$ cat src/rtl/pc_pkg.sv
// Shared definitions for the PATP program counter: operation encoding and widths.
package pc_pkg;

    localparam int PC_OP_W = 3;

    // Operation codes supplied by the decoder; codes 6 and 7 are treated as HOLD.
    typedef enum logic [PC_OP_W-1:0] {
        NEXT   = 3'd0,
        JUMP   = 3'd1,
        BRANCH = 3'd2,
        CALL   = 3'd3,
        RET    = 3'd4,
        HOLD   = 3'd5
    } pc_op_t;

endpackage

$ cat src/rtl/pc_unit_if.sv
// Decoder <-> program-counter bus. The master (decoder side) drives the
// operation request; the slave (pc_unit) returns the fetch address and status.
interface pc_unit_if
    import pc_pkg::*;
#(
    parameter int ADDR_W = 5
);
    logic               step;
    logic [PC_OP_W-1:0] op;
    logic [ADDR_W-1:0]  target;
    logic [ADDR_W-1:0]  offset;
    logic               cond;
    logic               err_clr;
    logic [ADDR_W-1:0]  pc;
    logic               stack_full;
    logic               stack_empty;
    logic               ovf;
    logic               unf;

    modport master (
        output step, op, target, offset, cond, err_clr,
        input  pc, stack_full, stack_empty, ovf, unf
    );

    modport slave (
        input  step, op, target, offset, cond, err_clr,
        output pc, stack_full, stack_empty, ovf, unf
    );
endinterface

$ cat src/rtl/pc_ret_stack.sv
// Circular return-address stack. A push while full overwrites the oldest
// entry (the slot just above the top pointer) and keeps the count saturated;
// a pop while empty changes nothing. ovf/unf are single-cycle pulses.
module pc_ret_stack #(
    parameter int ADDR_W      = 5,
    parameter int STACK_DEPTH = 4
) (
    input  logic              clk,
    input  logic              rst,
    input  logic              push,
    input  logic              pop,
    input  logic [ADDR_W-1:0] push_data,
    output logic [ADDR_W-1:0] top_data,
    output logic              full,
    output logic              empty,
    output logic              ovf_pulse,
    output logic              unf_pulse
);
    localparam int PTR_W = $clog2(STACK_DEPTH);
    localparam int CNT_W = $clog2(STACK_DEPTH + 1);
    localparam logic [CNT_W-1:0] DEPTH_C = CNT_W'(STACK_DEPTH);

    logic [ADDR_W-1:0] mem_r [STACK_DEPTH];
    logic [PTR_W-1:0]  top_r;
    logic [CNT_W-1:0]  count_r;
    logic [PTR_W-1:0]  top_inc_s;
    logic              do_pop_s;

    assign top_inc_s = top_r + PTR_W'(1);
    assign full      = (count_r == DEPTH_C);
    assign empty     = (count_r == CNT_W'(0));
    assign top_data  = mem_r[top_r];
    assign do_pop_s  = pop & ~push & ~empty;
    assign ovf_pulse = push & full;
    assign unf_pulse = pop & ~push & empty;

    // Entry storage; contents after reset are don't-care so no reset here.
    always_ff @(posedge clk) begin
        if (push) begin
            mem_r[top_inc_s] <= push_data;
        end
    end

    // Top pointer and occupancy count.
    always_ff @(posedge clk or negedge rst) begin
        if (!rst) begin
            top_r   <= PTR_W'(0);
            count_r <= CNT_W'(0);
        end else if (push) begin
            top_r   <= top_inc_s;
            count_r <= full ? count_r : count_r + CNT_W'(1);
        end else if (do_pop_s) begin
            top_r   <= top_r - PTR_W'(1);
            count_r <= count_r - CNT_W'(1);
        end else begin
            top_r   <= top_r;
            count_r <= count_r;
        end
    end
endmodule

$ cat src/rtl/pc_unit.sv
// Parametrised program counter: increment, jump, PC-relative branch and,
// when PC_STACK_EN is defined, call/return through a return-address stack
// with sticky overflow/underflow flags. Without PC_STACK_EN, CALL acts as
// JUMP, RET acts as NEXT and the stack status outputs are constants.
module pc_unit
    import pc_pkg::*;
#(
    parameter int ADDR_W      = 5,
    parameter int STACK_DEPTH = 4,
    parameter int RESET_ADDR  = 0
) (
    input  logic        clk,
    input  logic        rst,
    pc_unit_if.slave    bus
);
    logic [ADDR_W-1:0] pc_r;
    logic [ADDR_W-1:0] pc_next_s;
    logic [ADDR_W-1:0] pc_inc_s;

    assign pc_inc_s = pc_r + ADDR_W'(1);
    assign bus.pc   = pc_r;

`ifdef PC_STACK_EN
    logic              push_s;
    logic              pop_s;
    logic [ADDR_W-1:0] top_data_s;
    logic              full_s;
    logic              empty_s;
    logic              ovf_pulse_s;
    logic              unf_pulse_s;
    logic              ovf_r;
    logic              unf_r;

    pc_ret_stack #(
        .ADDR_W      (ADDR_W),
        .STACK_DEPTH (STACK_DEPTH)
    ) u_stack (
        .clk       (clk),
        .rst       (rst),
        .push      (push_s),
        .pop       (pop_s),
        .push_data (pc_inc_s),
        .top_data  (top_data_s),
        .full      (full_s),
        .empty     (empty_s),
        .ovf_pulse (ovf_pulse_s),
        .unf_pulse (unf_pulse_s)
    );

    assign bus.stack_full  = full_s;
    assign bus.stack_empty = empty_s;
    assign bus.ovf         = ovf_r;
    assign bus.unf         = unf_r;
`else
    logic unused_err_clr_s;

    assign unused_err_clr_s = bus.err_clr;
    assign bus.stack_full   = 1'b0;
    assign bus.stack_empty  = 1'b1;
    assign bus.ovf          = 1'b0;
    assign bus.unf          = 1'b0;
`endif

    // Next-address mux and stack push/pop requests for the current operation.
    always_comb begin
        pc_next_s = pc_r;
`ifdef PC_STACK_EN
        push_s    = 1'b0;
        pop_s     = 1'b0;
`endif
        if (bus.step) begin
            case (bus.op)
                NEXT:   pc_next_s = pc_inc_s;
                JUMP:   pc_next_s = bus.target;
                BRANCH: begin
                    if (bus.cond) begin
                        pc_next_s = pc_r + bus.offset;
                    end else begin
                        pc_next_s = pc_inc_s;
                    end
                end
                CALL: begin
                    pc_next_s = bus.target;
`ifdef PC_STACK_EN
                    push_s    = 1'b1;
`endif
                end
                RET: begin
`ifdef PC_STACK_EN
                    pop_s = 1'b1;
                    if (empty_s) begin
                        pc_next_s = pc_inc_s;
                    end else begin
                        pc_next_s = top_data_s;
                    end
`else
                    pc_next_s = pc_inc_s;
`endif
                end
                default: pc_next_s = pc_r;
            endcase
        end else begin
            pc_next_s = pc_r;
        end
    end

    // Fetch-address register.
    always_ff @(posedge clk or negedge rst) begin
        if (!rst) begin
            pc_r <= ADDR_W'(RESET_ADDR);
        end else begin
            pc_r <= pc_next_s;
        end
    end

`ifdef PC_STACK_EN
    // Sticky overflow flag; a new overflow beats a simultaneous clear.
    always_ff @(posedge clk or negedge rst) begin
        if (!rst) begin
            ovf_r <= 1'b0;
        end else if (ovf_pulse_s) begin
            ovf_r <= 1'b1;
        end else if (bus.err_clr) begin
            ovf_r <= 1'b0;
        end else begin
            ovf_r <= ovf_r;
        end
    end

    // Sticky underflow flag; a new underflow beats a simultaneous clear.
    always_ff @(posedge clk or negedge rst) begin
        if (!rst) begin
            unf_r <= 1'b0;
        end else if (unf_pulse_s) begin
            unf_r <= 1'b1;
        end else if (bus.err_clr) begin
            unf_r <= 1'b0;
        end else begin
            unf_r <= unf_r;
        end
    end
`endif
endmodule

$ cat src/flat_wrapper.sv
// flat-port wrapper written by rule: the top's interface ports become plain ports
module pc_unit_flat import pc_pkg::*;
#(
    parameter int ADDR_W      = 5,
    parameter int STACK_DEPTH = 4,
    parameter int RESET_ADDR  = 0
)
  (clk, rst, bus_step, bus_op, bus_target, bus_offset, bus_cond, bus_err_clr, bus_pc, bus_stack_full, bus_stack_empty, bus_ovf, bus_unf);
  pc_unit_if #(.ADDR_W(ADDR_W)) bus_i ();
  input  logic clk;
  input  logic rst;
  input wire logic [$bits(bus_i.step)-1:0] bus_step;
  input wire logic [$bits(bus_i.op)-1:0] bus_op;
  input wire logic [$bits(bus_i.target)-1:0] bus_target;
  input wire logic [$bits(bus_i.offset)-1:0] bus_offset;
  input wire logic [$bits(bus_i.cond)-1:0] bus_cond;
  input wire logic [$bits(bus_i.err_clr)-1:0] bus_err_clr;
  output wire logic [$bits(bus_i.pc)-1:0] bus_pc;
  output wire logic [$bits(bus_i.stack_full)-1:0] bus_stack_full;
  output wire logic [$bits(bus_i.stack_empty)-1:0] bus_stack_empty;
  output wire logic [$bits(bus_i.ovf)-1:0] bus_ovf;
  output wire logic [$bits(bus_i.unf)-1:0] bus_unf;
  assign bus_i.step = bus_step;
  assign bus_i.op = bus_op;
  assign bus_i.target = bus_target;
  assign bus_i.offset = bus_offset;
  assign bus_i.cond = bus_cond;
  assign bus_i.err_clr = bus_err_clr;
  assign bus_pc = bus_i.pc;
  assign bus_stack_full = bus_i.stack_full;
  assign bus_stack_empty = bus_i.stack_empty;
  assign bus_ovf = bus_i.ovf;
  assign bus_unf = bus_i.unf;
  pc_unit #(.ADDR_W(ADDR_W), .STACK_DEPTH(STACK_DEPTH), .RESET_ADDR(RESET_ADDR)) u_core (.clk(clk), .rst(rst), .bus(bus_i));
endmodule
$ cat config.mk
export PLATFORM = sky130hd
export DESIGN_NAME = pc_unit_flat
export DESIGN_NICKNAME = d
export VERILOG_FILES = /design/src/rtl/pc_pkg.sv /design/src/rtl/pc_unit_if.sv /design/src/rtl/pc_ret_stack.sv /design/src/rtl/pc_unit.sv /design/src/flat_wrapper.sv
export SDC_FILE = /design/constraint.sdc
export NUM_CORES = 1
export LEC_CHECK = 0
export ABC_AREA = 1
export CAP_MARGIN = 20
export CORE_UTILIZATION = 45
export CTS_CLUSTER_DIAMETER = 50
export CTS_CLUSTER_SIZE = 20
export DETAILED_ROUTE_END_ITERATION = 8
export PLACE_DENSITY = 0.94
export SYNTH_ARGS = -nofsm -noshare
export SYNTH_HDL_FRONTEND = slang
export SYNTH_SLANG_ARGS = --single-unit
$ cat constraint.sdc
create_clock -name clk -period 4.3 [get_ports clk]
set_input_delay 0.43 -clock clk [delete_from_list [all_inputs] [get_ports clk]]
set_output_delay 0.43 -clock clk [all_outputs]
set_load 0.05 [all_outputs]
==> flow_summary.yaml, run 1 <==
setup_path:
  worst_setup_path_end_kind: "output pin"
  worstPathCellList: "clkdlybuf4s50_1"
  start_to_end_type_of_the_worst_setup_path: "reg -> out"
  cp_data_required_time_ns: 3.87
  critPathTopFamily: "buffers and inverters"
  timing.critical_path.arrival_ns: 1.62
  r2r_slack_ns: 2.56
  slowest_stage: "clkdlybuf4s50_1"
  worst-path-max-fanout: 9
  worst_setup_path_start_kind: "register"
  path_buf_inv: 1
  max_stage_delay_ns: 0.86
finish:
  fraction_of_final_layout_cells_with_drive_strength_greater_than_1_pct: 11.6
  area_growth_syn_to_layout_pct: 34.3
  layout.cells.most_common: "nand2_1"
  largest_register_ffs: 5
  antenna_cell_count: 0
  final_net_count: 154
  final_cell_mix: "nand2_1 (30), clkdlybuf4s50_1 (21), inv_1 (14), nand3_1 (12), nor2_1 (6)"
  final_core_utilization_pct: 66.8
  final_cell_count_no_fill: 144
timing:
  post-route-min-period_ns: 2.05
  timing_max_transition_violations_final: 0
  finalHoldWorstSlack_ns: 0.391
  fmax_mhz: 488
  skew_ns: 0.00112
  number_of_failing_hold_endpoints_at_the_final_stage: 0
  worst-slew-pin-transition_ns: 0.495
  setup_repair_after_global_routing_missed_its_margin: "false"
  count_of_final_setup_violators: 0
  setup-tns-final_ns: 0
  max_transition_margin_pct: 66.9
  layout_worst_path_cycle_share_pct: 47.7
placed_design:
  place.detailed.instances: 140
  place.detailed.hpwl_um: 1150
  gpl.final_weighted_congestion: 0.787
  port_buffers: 21
pwr:
  share_clk_of_total_power_pct: 17.0
  internal_power_mw: 0.172
  switching_part_of_the_total_power_pct: 49.8
  power_density_nw_per_um2: 386
  p_sw_mw: 0.171
  combinationalPowerShare_pct: 59.0
  report.power.total_mw: 0.344
  irDropWorstVdd_mv: 0.151
  power_frac_seq_pct: 24.0
  total_leakage_power_nw: 0.463
routing:
  number_of_vias_after_detailed_routing: 712
  avg_wl_per_cell_um: 9.76
  drt_first_pass_iters: 4
  detail_route.vias_per_cell: 4.94
  drt_wl_total_um: 1410
  drcViolationCount: 0
  antenna_violating_nets_post_route: 0
  initialDrtViolationCount: 15
synthesis:
  synth.distinct_cells: 23
  syn_area_per_cell_um2: 6.20
  postSynthCellCount: 107
  synth_top_cell_by_area: "dfrtp_1"
  synth_top_area_share_pct: 18.9
  mappedNetlistArea_um2: 663
  yosys_warnings: 0
  synth_sequential_area_ratio_pct: 18.9
  netlist_top_cells_area: "dfrtp_1 (19%), nand2_1 (17%), ha_1 (9.4%)"
  synth-seq-cells: 5
global_routing:
  globalRouteOverflowTotal: 0
  track_usage_pct: 19.1
  grt_antenna_before_repair: 0
  grt_start_max_net_pins: 10
  first_global_vias: 561
  grt_pass1_wl_um: 2070
clock_tree:
  cts.sink_count: 5
  post_cts_buffers: 0
  clock_tree_from_tritoncts: "done"
  clock_tree.root_cell: "clkbuf_4"
  cts-buffers-inserted: 3
  clock_transition_time_at_the_flip_flop_clock_pins_of_the_worst_setup_and_hold_paths_ns: 0.05
  clock_path_buffers: 2
  cts_resized: 0
  cts-hold-fix-buffers: 0
  htree_levels: 1
  insertion_delay_ns: 0.26
floorplanning:
  die_w_um: 40.4
  floorplan.initialDensity_pct: 49.7
  ioPinCount: 27
  die_area_um2: 1630
  placementRows: 13
  floorplan.die.height_um: 40.4
  core-area_um2: 1330
hold_path:
  worst_hold_path_type: "in -> async"
outcome:
  run_status: "complete, no violations"
run:
  number_of_max_capacitance_violations_reported: 0
## cell type report
cell class | instances | area, µm²
inverters | 17 | 63.8
well taps | 15 | 18.8
repair buffers | 21 | 210
flip-flops and latches | 5 | 125
fillers | 133 | 443
multi-input cells | 82 | 447
clock buffers | 4 | 26.3
## worst paths after layout
kind | startpoint | cells past startpoint | end
worst max register to register | u_core.bus.pc[0] | 8 | u_core.bus.pc[4]
worst max-delay path | u_core.bus.pc[2] | 1 | bus_pc[2]
min in group clk | u_core.bus.pc[4] | 2 | u_core.bus.pc[4]
max in group asynchronous | rst | 1 | u_core.bus.pc[0]
worst min-delay path | rst | 1 | u_core.bus.pc[4]
worst min register to register | u_core.bus.pc[4] | 2 | u_core.bus.pc[4]
## synthesized netlist by cell type
library cell / count
nor2_2: 1
inv_2: 3
ha_1: 5
nand2_1: 30
a31oi_1: 1
o21ai_2: 1
a21oi_2: 2
buf_4: 4
nand2_4: 1
o21ai_0: 3
dfrtp_1: 5
a21oi_1: 5
nand2_2: 3
nor2_1: 6
o21ai_1: 3
nor2_4: 1
conb_1: 2
nand3_1: 12
nand4_1: 2
fa_1: 1
inv_1: 14
buf_2: 1
or2_1: 1
## cells by family after synthesis
logic type	count (synthesis)	synth area share, %
adders and majority gates	6	12.5
DFF	5	18.9
other	2	1.13
buffers and inverters	22	14.9
AOI/OAI and AO/OA	15	13.2
and+or+nand+nor	57	39.4
## power groups by stage
stage                     combinational (mW)  clock [mW]  sequential, mW
after floorplan                        0.109           0           0.117
after global placement                 0.196           0          0.0822
after detailed placement               0.203           0          0.0829
after CTS                              0.203      0.0587          0.0824
after global routing                   0.226      0.0608          0.0850
final                                  0.203      0.0585          0.0824
## metal layers
layer  track usage [%]  part of all wire [%]  vias to the layer above
li1                  -                     -                      378
met4              5.00                  0.50                        0
met1              21.8                    42                      307
met5                 0                     0                        -
met2              33.3                    51                       25
met3              6.67                   6.5                        2
## metrics by stage
| step | setup WS, ns | cell area (µm²) |
|---|---|---|
| after global placement | 2.29 | 865 |
| after floorplan | 2.49 | 671 |
| final | 2.25 | 891 |
| after CTS | 2.25 | 891 |
| after detailed placement | 2.25 | 865 |
| after global routing | 2.20 | 891 |
(Power assumes the default switching activity.)
==> run 2, diff against run 1 <==
Settings changed: CORE_UTILIZATION 45 to 38, PLACE_DENSITY 0.94 to 0.86.
Clock period 4.3 ns to 1.69 ns, I/O delays scaled along.
==> run 2 against run 1 <==
The run now ends with DRC left. Register-to-register slack worse by 2.5 ns. Design area is 2.5% higher. Die area is 17% higher. Count of clock-buffer cells in the layout stayed put. Via count is 4.6% higher. Routed wire length is 13% higher. Non-clock buffer count is 4 higher. Largest power group unchanged.
==> flow_summary.yaml, run 2 (same netlist as run 1, synthesis figures left out) <==
routing:
  antenna_violating_nets_post_route: 0
  drt_first_pass_iters: 6
  detail_route.vias_per_cell: 5.00
  drt_wl_total_um: 1590
  drcViolationCount: 1
  number_of_vias_after_detailed_routing: 745
  initialDrtViolationCount: 6
  avg_wl_per_cell_um: 10.7
setup_path:
  timing.critical_path.arrival_ns: 1.78
  worst_setup_path_end_kind: "register"
  worst-path-max-fanout: 2
  start_to_end_type_of_the_worst_setup_path: "reg -> reg"
  worst_setup_path_start_kind: "register"
  cp_data_required_time_ns: 1.88
pwr:
  p_sw_mw: 0.450
  combinationalPowerShare_pct: 64.4
  internal_power_mw: 0.460
  total_leakage_power_nw: 0.486
  irDropWorstVdd_mv: 0.834
  switching_part_of_the_total_power_pct: 49.5
  power_density_nw_per_um2: 997
  share_clk_of_total_power_pct: 16.2
  power_frac_seq_pct: 19.4
finish:
  final_cell_mix: "nand2_1 (29), clkdlybuf4s50_1 (16), inv_1 (14), nand3_1 (12), buf_4 (9)"
  layout.cells.most_common: "nand2_1"
  postLayoutCellArea_um2: 913
  antenna_cell_count: 0
  final_core_utilization_pct: 58.6
  fraction_of_final_layout_cells_with_drive_strength_greater_than_1_pct: 19.5
  largest_register_ffs: 5
  final_net_count: 158
  area_growth_syn_to_layout_pct: 37.7
timing:
  number_of_failing_hold_endpoints_at_the_final_stage: 0
  layout_worst_path_cycle_share_pct: 94.1
  count_of_final_setup_violators: 0
  fmax_mhz: 629
  timing_max_transition_violations_final: 0
  skew_ns: 0.00451
  post-route-min-period_ns: 1.59
  setup_repair_after_global_routing_missed_its_margin: "false"
hold_path:
  worst_hold_path_type: "in -> async"
floorplanning:
  die_area_um2: 1920
  floorplan.initialDensity_pct: 42.5
  floorplan.die.height_um: 43.8
  placementRows: 14
  core-area_um2: 1560
  ioPinCount: 27
  die_w_um: 43.8
clock_tree:
  clock_path_buffers: 2
  cts-buffers-inserted: 3
  clock_tree_from_tritoncts: "done"
  cts-hold-fix-buffers: 0
  clock_transition_time_at_the_flip_flop_clock_pins_of_the_worst_setup_and_hold_paths_ns: 0.05
  cts.sink_count: 5
  htree_levels: 1
  cts_resized: 0
  post_cts_buffers: 0
  clock_tree.root_cell: "clkbuf_4"
  insertion_delay_ns: 0.25
global_routing:
  first_global_vias: 685
  grt_start_max_net_pins: 10
  track_usage_pct: 19.1
  globalRouteOverflowTotal: 0
  grt_antenna_before_repair: 0
  grt_pass1_wl_um: 2620
placed_design:
  placement.cell_area_um2: 885
  place.detailed.hpwl_um: 1340
  gpl.final_weighted_congestion: 0.848
  port_buffers: 21
outcome:
  run_status: "finished, violations left"
  violations: "DRC"
run:
  number_of_max_capacitance_violations_reported: 0
[run 2: cell count changes in the layout (fill, tap and decap cells not counted), sizes merged]
| cell | change |
|---|---|
| buf | +9 |
| clkdlybuf4s50 | -5 |
[run 2: per-stage QoR]
stage	setup TNS (ns)	std cells	worst slack (ns)	hold slack, ns	total power, mW
6_report	0	149	0.0993	0.142	0.911
5_1_grt	0	149	0.0103	0.155	0.981
4_1_cts	0	149	0.0848	0.149	0.907
3_5_place_dp	-0.167	145	-0.0818	0.414	0.760
3_3_place_gp	-0.0987	145	-0.0547	0.403	0.741
2_1_floorplan	0	109	0.00707	-0.127	0.575
[run 2: path summary, 6_finish.rpt]
kind	start	end	slack [ns]	cells after the start
worst max register to register	u_core.bus.pc[0]	u_core.bus.pc[4]	0.1	9
max in group asynchronous	rst	u_core.bus.pc[0]	1.33	1
worst max-delay path	u_core.bus.pc[0]	u_core.bus.pc[4]	0.1	9
worst min register to register	u_core.bus.pc[4]	u_core.bus.pc[4]	0.59	2
worst min-delay path	rst	u_core.bus.pc[3]	0.14	1
min in group clk	bus_target[2]	u_core.bus.pc[2]	0.50	3
[run 2: cell type report]
class,instances,area (µm²)
flip-flops and latches,5,126
multi-input cells,82,449
repair buffers,25,228
fillers,158,646
well taps,16,20.0
inverters,17,63.8
clock buffers,4,26.3
[run 2: layer usage]
metal  GRT usage (%)  wire length [µm]
met1            18.9               640
met3            3.75                78
met5               0                 0
met4            13.8                67
met2            34.9               807
[run 2: worst max-delay path: stages, from the launching register on]
cell and delay [ns]:
dfrtp_2 0.41, ha_1 0.23, fa_1 0.40, nand2_2 0.09, nand2_1 0.07, nand2_1 0.06
nand2_1 0.05, nand3_1 0.05, nand2_1 0.08, a21oi_2 0.10
[run 2: power by group through the flow]
stage / Sequential (mW) / Clock, mW / Combinational, mW
after global routing: 0.181 / 0.158 / 0.642
after detailed placement: 0.179 / 0 / 0.581
after CTS: 0.177 / 0.147 / 0.582
after global placement: 0.179 / 0 / 0.561
after floorplan: 0.299 / 0 / 0.277
final: 0.177 / 0.148 / 0.586
